### config.mk
export PLATFORM = sky130hd
export DESIGN_NAME = uart_rx_flat
export DESIGN_NICKNAME = d
export VERILOG_FILES = /design/src/rtl/uart_rx_if.sv /design/src/rtl/uart_rx.sv /design/src/flat_wrapper.sv
export SDC_FILE = /design/constraint.sdc
export NUM_CORES = 1
export LEC_CHECK = 0
export BUFFER_PORTS_ARGS = -buffer_cell sky130_fd_sc_hd__buf_2
export CAP_MARGIN = 0
export CORE_ASPECT_RATIO = 0.9
export CORE_MARGIN = 3
export CORE_UTILIZATION = 57
export CTS_BUF_LIST = sky130_fd_sc_hd__clkbuf_8 sky130_fd_sc_hd__clkbuf_16
export CTS_CLUSTER_DIAMETER = 120
export DETAILED_ROUTE_END_ITERATION = 16
export PLACE_DENSITY = 0.77
export SETUP_SLACK_MARGIN = 0.05
export SYNTH_ARGS = -nofsm -noshare
export SYNTH_HDL_FRONTEND = slang
export SYNTH_SLANG_ARGS = --single-unit
### constraint.sdc
create_clock -name clk -period 2.94 [get_ports clk]
set_clock_uncertainty 0.2 [all_clocks]
set_input_delay 0.588 -clock clk [delete_from_list [all_inputs] [get_ports clk]]
set_output_delay 0.588 -clock clk [all_outputs]
set_load 0.1 [all_outputs]
### src/rtl/uart_rx_if.sv
// uart_rx_if: bundles the UART receiver's serial input, frame configuration and
// received-word/status outputs.
//   RX_IN       serial line into the receiver (idles high)
//   PAR_EN      1 = frame carries a parity bit
//   PAR_TYP     0 = even parity, 1 = odd parity
//   P_DATA      last accepted data word
//   DATA_VALID  one-cycle pulse: frame accepted
//   PAR_ERR     one-cycle pulse: parity mismatch
//   STP_ERR     one-cycle pulse: stop bit sampled low
//   Busy        receiver is inside a frame
// The master drives the line and the configuration; the slave is the receiver.
interface uart_rx_if #(
  parameter int unsigned WIDTH = 8
);
  logic             RX_IN;
  logic             PAR_EN;
  logic             PAR_TYP;
  logic [WIDTH-1:0] P_DATA;
  logic             DATA_VALID;
  logic             PAR_ERR;
  logic             STP_ERR;
  logic             Busy;

  modport master (
    output RX_IN, PAR_EN, PAR_TYP,
    input  P_DATA, DATA_VALID, PAR_ERR, STP_ERR, Busy
  );

  modport slave (
    input  RX_IN, PAR_EN, PAR_TYP,
    output P_DATA, DATA_VALID, PAR_ERR, STP_ERR, Busy
  );
endinterface

### src/rtl/uart_rx.sv
// uart_rx: oversampling UART receiver.
// Frame: start bit (0), WIDTH data bits LSB first, optional parity bit, stop bit (1).
// Each bit spans PRESCALE clk cycles; the bit value is the majority of three
// samples around the bit centre.
// Ports:
//   clk   system clock, rising edge
//   rst   synchronous, active-high reset
//   bus   uart_rx_if slave: RX_IN/PAR_EN/PAR_TYP in; P_DATA, DATA_VALID,
//         PAR_ERR, STP_ERR, Busy out (all registered)
module uart_rx #(
  parameter int unsigned WIDTH    = 8,
  parameter int unsigned PRESCALE = 8
) (
  input  logic     clk,
  input  logic     rst,
  uart_rx_if.slave bus
);

  localparam int unsigned EW = (PRESCALE > 1) ? $clog2(PRESCALE) : 1;
  localparam int unsigned BW = (WIDTH > 1) ? $clog2(WIDTH) : 1;

  localparam logic [EW-1:0] EDGE_LO   = EW'(PRESCALE / 2 - 1);
  localparam logic [EW-1:0] EDGE_MID  = EW'(PRESCALE / 2);
  localparam logic [EW-1:0] EDGE_HI   = EW'(PRESCALE / 2 + 1);
  localparam logic [EW-1:0] EDGE_LAST = EW'(PRESCALE - 1);
  localparam logic [BW-1:0] BIT_LAST  = BW'(WIDTH - 1);

  typedef enum logic [2:0] {
    S_IDLE,
    S_START,
    S_DATA,
    S_PARITY,
    S_STOP
  } state_e;

  state_e           state_q, state_d;
  logic             rx_meta, rx_s;
  logic [EW-1:0]    edge_q, edge_d;
  logic [BW-1:0]    bit_q, bit_d;
  logic [WIDTH-1:0] shift_q, shift_d;
  logic             par_bit_q, par_bit_d;
  logic             samp_lo_q, samp_lo_d;
  logic             samp_mid_q, samp_mid_d;
  logic             pen_q, pen_d;
  logic             ptyp_q, ptyp_d;
  logic [WIDTH-1:0] p_data_q, p_data_d;
  logic             valid_q, valid_d;
  logic             perr_q, perr_d;
  logic             serr_q, serr_d;
  logic             busy_q, busy_d;
  logic             maj_c;
  logic             at_maj_c;
  logic             at_end_c;

  // Two-flop synchronizer for the asynchronous serial line
  always_ff @(posedge clk) begin
    if (rst) begin
      rx_meta <= 1'b1;
      rx_s    <= 1'b1;
    end else begin
      rx_meta <= bus.RX_IN;
      rx_s    <= rx_meta;
    end
  end

  // Majority of the two stored centre samples and the current one
  assign maj_c    = (samp_lo_q & samp_mid_q) | (samp_lo_q & rx_s) | (samp_mid_q & rx_s);
  assign at_maj_c = (edge_q == EDGE_HI);
  assign at_end_c = (edge_q == EDGE_LAST);

  // State and datapath registers
  always_ff @(posedge clk) begin
    if (rst) begin
      state_q    <= S_IDLE;
      edge_q     <= '0;
      bit_q      <= '0;
      shift_q    <= '0;
      par_bit_q  <= 1'b0;
      samp_lo_q  <= 1'b1;
      samp_mid_q <= 1'b1;
      pen_q      <= 1'b0;
      ptyp_q     <= 1'b0;
      p_data_q   <= '0;
      valid_q    <= 1'b0;
      perr_q     <= 1'b0;
      serr_q     <= 1'b0;
      busy_q     <= 1'b0;
    end else begin
      state_q    <= state_d;
      edge_q     <= edge_d;
      bit_q      <= bit_d;
      shift_q    <= shift_d;
      par_bit_q  <= par_bit_d;
      samp_lo_q  <= samp_lo_d;
      samp_mid_q <= samp_mid_d;
      pen_q      <= pen_d;
      ptyp_q     <= ptyp_d;
      p_data_q   <= p_data_d;
      valid_q    <= valid_d;
      perr_q     <= perr_d;
      serr_q     <= serr_d;
      busy_q     <= busy_d;
    end
  end

  // Next-state, counters and result evaluation
  always_comb begin
    state_d    = state_q;
    edge_d     = edge_q;
    bit_d      = bit_q;
    shift_d    = shift_q;
    par_bit_d  = par_bit_q;
    samp_lo_d  = samp_lo_q;
    samp_mid_d = samp_mid_q;
    pen_d      = pen_q;
    ptyp_d     = ptyp_q;
    p_data_d   = p_data_q;
    valid_d    = 1'b0;
    perr_d     = 1'b0;
    serr_d     = 1'b0;
    busy_d     = busy_q;

    if (state_q != S_IDLE) begin
      edge_d = at_end_c ? '0 : edge_q + EW'(1);
      if (edge_q == EDGE_LO)  samp_lo_d  = rx_s;
      if (edge_q == EDGE_MID) samp_mid_d = rx_s;
    end

    case (state_q)
      S_IDLE: begin
        edge_d = '0;
        bit_d  = '0;
        if (!rx_s) begin
          state_d = S_START;
          busy_d  = 1'b1;
          pen_d   = bus.PAR_EN;
          ptyp_d  = bus.PAR_TYP;
        end
      end

      S_START: begin
        // A start bit that is high at its centre was a glitch
        if (at_maj_c && maj_c) begin
          state_d = S_IDLE;
          edge_d  = '0;
          busy_d  = 1'b0;
        end else if (at_end_c) begin
          state_d = S_DATA;
        end
      end

      S_DATA: begin
        if (at_maj_c) shift_d[bit_q] = maj_c;
        if (at_end_c) begin
          if (bit_q == BIT_LAST) begin
            bit_d   = '0;
            state_d = pen_q ? S_PARITY : S_STOP;
          end else begin
            bit_d = bit_q + BW'(1);
          end
        end
      end

      S_PARITY: begin
        if (at_maj_c) par_bit_d = maj_c;
        if (at_end_c) state_d = S_STOP;
      end

      S_STOP: begin
        // Decide at the stop-bit centre so a back-to-back start edge is not missed
        if (at_maj_c) begin
          state_d = S_IDLE;
          edge_d  = '0;
          busy_d  = 1'b0;
          if (!maj_c) begin
            serr_d = 1'b1;
          end else if (pen_q && ((^shift_q ^ par_bit_q) != ptyp_q)) begin
            perr_d = 1'b1;
          end else begin
            p_data_d = shift_q;
            valid_d  = 1'b1;
          end
        end
      end

      default: begin
        state_d = S_IDLE;
        edge_d  = '0;
        bit_d   = '0;
        busy_d  = 1'b0;
      end
    endcase
  end

  assign bus.P_DATA     = p_data_q;
  assign bus.DATA_VALID = valid_q;
  assign bus.PAR_ERR    = perr_q;
  assign bus.STP_ERR    = serr_q;
  assign bus.Busy       = busy_q;

endmodule

### src/flat_wrapper.sv
// flat-port wrapper written by rule: the top's interface ports become plain ports
module uart_rx_flat 
#(
  parameter int unsigned WIDTH    = 8,
  parameter int unsigned PRESCALE = 8
)
  (clk, rst, bus_RX_IN, bus_PAR_EN, bus_PAR_TYP, bus_P_DATA, bus_DATA_VALID, bus_PAR_ERR, bus_STP_ERR, bus_Busy);
  uart_rx_if #(.WIDTH(WIDTH)) bus_i ();
  input  logic clk;
  input  logic rst;
  input wire logic [$bits(bus_i.RX_IN)-1:0] bus_RX_IN;
  input wire logic [$bits(bus_i.PAR_EN)-1:0] bus_PAR_EN;
  input wire logic [$bits(bus_i.PAR_TYP)-1:0] bus_PAR_TYP;
  output wire logic [$bits(bus_i.P_DATA)-1:0] bus_P_DATA;
  output wire logic [$bits(bus_i.DATA_VALID)-1:0] bus_DATA_VALID;
  output wire logic [$bits(bus_i.PAR_ERR)-1:0] bus_PAR_ERR;
  output wire logic [$bits(bus_i.STP_ERR)-1:0] bus_STP_ERR;
  output wire logic [$bits(bus_i.Busy)-1:0] bus_Busy;
  assign bus_i.RX_IN = bus_RX_IN;
  assign bus_i.PAR_EN = bus_PAR_EN;
  assign bus_i.PAR_TYP = bus_PAR_TYP;
  assign bus_P_DATA = bus_i.P_DATA;
  assign bus_DATA_VALID = bus_i.DATA_VALID;
  assign bus_PAR_ERR = bus_i.PAR_ERR;
  assign bus_STP_ERR = bus_i.STP_ERR;
  assign bus_Busy = bus_i.Busy;
  uart_rx #(.WIDTH(WIDTH), .PRESCALE(PRESCALE)) u_core (.clk(clk), .rst(rst), .bus(bus_i));
endmodule
[Word level (Yosys, flattened, before mapping)]
Index checks and enable logic that the tools add are counted.
Storage, ports and cells
  output and inout bits: 12
  register bits: 36
Operators by class
  reduce and logical (&&, ||, !) cells: 19
  muxes and demuxes: 27
  eq/ne operators: 17
  magnitude comparators: 2
  bitwise gates (word level): 13
  $add $sub $neg: 2
Operators with widths (count)
  $mux 3: 14
  $eq 3x3->1 const B: 5
  $pmux 3 s5: 1
  $reduce_and 2->1: 6
  $ne 2x1->1 const B: 5
  $eq 3x2->1 const B: 3
  $pmux 3 s3: 1
  $bwmux 8: 1
  $reduce_and 4->1: 2
  $reduce_xor 8->1: 1
  $mux 1: 7
  $not 1->1: 7
  $add 3x1->3 const B: 2
  $pmux 3 s2: 1
  $reduce_and 6->1: 1
  $reduce_or 3->1: 2
  $lt 3x4->1 const B: 1
  $pmux 1 s4: 1
  $reduce_or 4->1: 1
  $and 1x1->1: 3
  $demux 1 s3: 1
  $eq 3x1->1 const B: 1
  $ge 3x1->1 const B: 1
  $logic_and 1x1->1: 3
  8 further kinds: 9

[Longest topological paths before layout]
  depth in word-level cells: 6
  mapped depth: 8
  depth with buffers taken out: 7

[Worst setup path after synthesis]
OpenSTA, ideal clock, no wires.
  path kind: flip-flop to flip-flop
  start point: register u_core.shift_q[3]
  end point: register u_core.p_data_q[0] (netlist: u_core.bus.P_DATA[0])
  arrival: 1.792 ns
  setup time: 0.072 ns
  setup slack: 0.876 ns
  cell stages (with the launch flop): 6
  required time: 2.668 ns
  buffers on the path: 0
  cells stage by stage: dfxtp_1 xor2_1 xnor3_2 xnor2_2 a211oi_4 mux2i_1
On the way
  longest elaborated chain between the ends: 6
RTL lines
  start, declared: line uart_rx.sv:40  | logic [WIDTH-1:0] shift_q, shift_d;
  start signal, assigned: line uart_rx.sv:92  | shift_q <= shift_d;
  $reduce_xor 8->1: line uart_rx.sv:177  | end else if (pen_q && ((^shift_q ^ par_bit_q) != ptyp_q)) begin
  $xor 1x1->1: line uart_rx.sv:177
  $ne 1x1->1: line uart_rx.sv:177
  $logic_and 1x1->1: line uart_rx.sv:177
  $not 1->1 (no line)
  $reduce_and 4->1 (no line)
  end signal, assigned: line uart_rx.sv:98  | p_data_q <= p_data_d;
  end, declared: line uart_rx.sv:46  | logic [WIDTH-1:0] p_data_q, p_data_d;
No other way between the ends.
A chain may end at the register's enable or synchronous reset.

[Worst setup path after layout]
  start point: register u_core.shift_q[3]
  end point: register u_core.p_data_q[6] (netlist: u_core.bus.P_DATA[6])
Same word-level chain as after synthesis.

==> summary.md <==
| Metric | Value |
|---|---|
| Clock root cell | clkbuf_8 |
| Avg Cell Area, Syn | 9.66 um2 |
| Via/cell ratio | 5.35 |
| Levels on crit path | 5 |
| Fin crit share | 0.760 |
| Crit path cell chain | xor2_1 -> xnor3_2 -> xnor2_2 -> a211oi_4 -> mux2i_1 |
| Htree depth | 2 |
| Postcts setup bufs | 0 |
| Synth unique cells | 44 |
| Tot GR Track Use | 0.175 |
| Clock latency on the worst-skew pair | 0.29 ns |
| Gate Count Post-Synth | roughly 180 |
| Worst-Margin Slew | 0.641 ns |
| Share of layout cells above drive strength 1 | 0.155 |
| Family with the most delay on the worst path | XOR/XNOR gates |
| Vias in the first global route | 1099 |
| Sequential power share | 0.498 |
| Reg-to-reg endpoint | u_core.bus.P_DATA[6] |
| Die span in x | ~64 um |
| Finish-stage setup viols | 0 |
| Post-DP HPWL | 2.14 mm |
| Comb pwr share | 0.034 |
| Final Hold Fails | 0 |
| Switch share | 0.195 |
| Maximum root-to-sink buffer count | 2 |
| Core Rows | 18 |
| CTS resizes | 0 |
| Reg2Reg Depth | 5 |
| WL/cell | 12.9 um |
| Max IR drop VDD | 0.676 mV |
| Slowest Stage Delay on Critical Path | 0.54 ns |
| WP data arrival | 2.25 ns |
| Layout net count | 204 |
| Grt ovf | 0 |
| Post-Layout Cell Count | 233 |
| Period minus WS final | between 2 and 2.5 ns |
| Crit path max-delay cell type | a211oi_4 |
| Vias | 1246 |
| FMAX | 447 MHz |
| Slew HR | 0.572 |
| Post-Syn Nets | 193 |
| Starting Density | 0.616 |
| Unrepaired setup endpoints after global routing | no |
| Global-route wire length before repair | 5.06 mm |
| Core area | 0.00284 mm2 |
| WP buf/inv | 0 |
| Leak pwr | slightly above 0.8 nW |
| Die ar. | about 0.0038 mm2 |
| Post-Syn Area | 0.00175 mm2 |
| CTS clk-pin slew, worst paths | 0.07 ns |
| RR Startpoint | u_core.shift_q[3] |
| Largest net degree at the start of global routing | 44 |
| Async S/R FF share, synth | 0 |
| Crit path capture type | flop |
| Number of synthesized register bits | 36 |
| Worst setup path end | u_core.bus.P_DATA[6] |
| Worst setup SP type | flop |
| Die height | slightly below 60 um |
| Required time worst endpoint | 2.96 ns |
| Initial antenna violation count | 0 |
| Maximum fanout along the worst path | 8 |
| Setup TNS | 0 ns |
| Antenna diode count | 0 |
| Initial DRC count | 77 |
| CTS Buf Count | 5 |
| Number of max-cap violations | 0 |
| CTS Hold Buffers Added | 0 |
| Critical path startpoint | u_core.shift_q[3] |
| Port bufs | 16 |
| Post-synth EDFFs | 0 |
| Worst Hold Class | flop to flop |
| P_sw | 0.195 mW |
| Pint | ~0.8 mW |
| Final Max Tran Viols | 0 |
| Register area share after synthesis | 0.412 |
| Final hold slack | 0.212 ns |
| Placed insts | 225 |
| Most used flip-flop cell after synthesis | dfxtp_1 |
| Number of clock sinks | 36 |
| Crit Path Class | flop to flop |
| Outcome | finished clean |
| Routed WL | 3.01 mm |
| Worst R2R Setup Slack | 0.70 ns |
| Final GP Congestion | approximately 0.73 |
| TritonCTS clock tree | built |
| Power share of the clock group | 0.468 |
| DR pass1 iterations | 4 |
| Power per Cell Area | about 510 mW/mm2 |
| Yosys warnings | 0 |
| Layout area overhead | 11.5% |
| DRC | 0 |
| Remaining antenna violation count | 0 |
| Ports | 17 |
through the flow:
step | worst slack (ns) | power (mW) | cell area, um2 | utilization
6_report | 0.705 | 0.998 | 1950 | 0.687
4_1_cts | 0.683 | 1.01 | 1950 | 0.687
3_3_place_gp | 0.783 | 0.541 | 1820 | 0.642
3_5_place_dp | 0.693 | 0.542 | 1820 | 0.642
5_1_grt | 0.563 | 1.03 | 1950 | 0.687
2_1_floorplan | 0.876 | 0.535 | 1750 | -
worst min-delay path by stage:
stage                   start          end  slack (ns)  cells after the start
3_3_place_gp   u_core.rx_meta  u_core.rx_s        0.19                      1
3_5_place_dp   u_core.rx_meta  u_core.rx_s        0.20                      1
5_1_grt        u_core.rx_meta  u_core.rx_s        0.22                      1
2_1_floorplan  u_core.rx_meta  u_core.rx_s        0.19                      1
4_1_cts        u_core.rx_meta  u_core.rx_s        0.21                      1
6_report       u_core.rx_meta  u_core.rx_s        0.21                      1
power by group through the flow:
| stage | logic (mW) | clock network (mW) | registers [mW] |
|---|---|---|---|
| floorplan | 0.0242 | 0 | 0.511 |
| global placement | 0.0333 | 0 | 0.508 |
| detailed placement | 0.0342 | 0 | 0.508 |
| CTS | 0.0340 | 0.476 | 0.497 |
| global route | 0.0372 | 0.498 | 0.497 |
| finish | 0.0341 | 0.467 | 0.497 |
per-layer routing:
metal  track usage  routed length (um)
met1         0.255                1490
met2         0.238                1300
met3        0.0515                 177
met4        0.0783                  38
met5             0                   0
logic make-up (layout without fill, tap and decap cells):
| logic type | after synthesis | after routing | synth area share |
|---|---|---|---|
| buf+inv | 19 | 31 | 0.0472 |
| xor+xnor | 8 | 8 | 0.0637 |
| mux | 21 | 21 | 0.120 |
| compound gates | 19 | 19 | 0.0788 |
| fa+ha+maj | 8 | 8 | 0.0558 |
| simple gates | 70 | 70 | 0.222 |
| flops | 36 | 36 | 0.412 |
synth_stat cells, types with 2 or more instances:
library cell,instances,share of area
dfxtp_1,36,0.41
buf_2,3,0.0086
xor2_1,2,0.010
o21ai_0,2,0.0057
or3_1,2,0.0072
nand2_1,6,0.013
nand4_1,2,0.0072
mux2i_1,21,0.12
inv_1,7,0.015
nand2b_1,13,0.047
nand3b_1,3,0.013
clkbuf_1,8,0.017
nor3b_1,4,0.017
nand3_1,2,0.0057
xnor2_1,3,0.015
ha_1,7,0.050
or2b_1,4,0.017
a21oi_1,4,0.011
and2_1,2,0.0072
nor4_1,2,0.0072
nor3_1,3,0.0086
or2_2,2,0.0072
o21ai_1,3,0.0086
nor2_1,20,0.043
state kept, by name (all words and copies together), names as in the netlist:
register	flops
u_core.samp_lo_q	1
u_core.pen_q	1
u_core.bus.Busy	1
u_core.ptyp_q	1
u_core.bus.PAR_ERR	1
u_core.bit_q	3
u_core.rx_s	1
u_core.rx_meta	1
u_core.bus.DATA_VALID	1
u_core.bus.STP_ERR	1
u_core.par_bit_q	1
u_core.edge_q	3
u_core.state_q	3
u_core.samp_mid_q	1
u_core.shift_q	8
u_core.bus.P_DATA	8
cells in the final DEF, fill, tap and decap left out, types with 2 or more instances in the layout:
cell type,count
nand2b_1,13
nor2_1,20
nand3_1,2
nand2_1,6
or2b_1,4
nor3b_1,4
buf_2,16
xnor2_1,3
nand3b_1,3
o21ai_1,3
ha_1,7
nor3_1,3
or2_2,2
nor4_1,2
o21ai_0,2
or3_1,2
dfxtp_1,36
xor2_1,2
clkbuf_8,7
a21oi_1,4
nand4_1,2
inv_1,7
mux2i_1,21
and2_1,2
layout make-up:
| class | instances | area (um2) |
|---|---|---|
| multi-input cells | 126 | 945 |
| fillers | 226 | 890 |
| flip-flops and latches | 36 | 721 |
| clock buffers | 7 | 96.3 |
| repair buffers | 16 | 80.1 |
| well taps | 40 | 50.0 |
| clock inverters | 1 | 30.0 |
| inverters | 7 | 26.3 |
No activity file was read; power rests on OpenSTA's default activity.
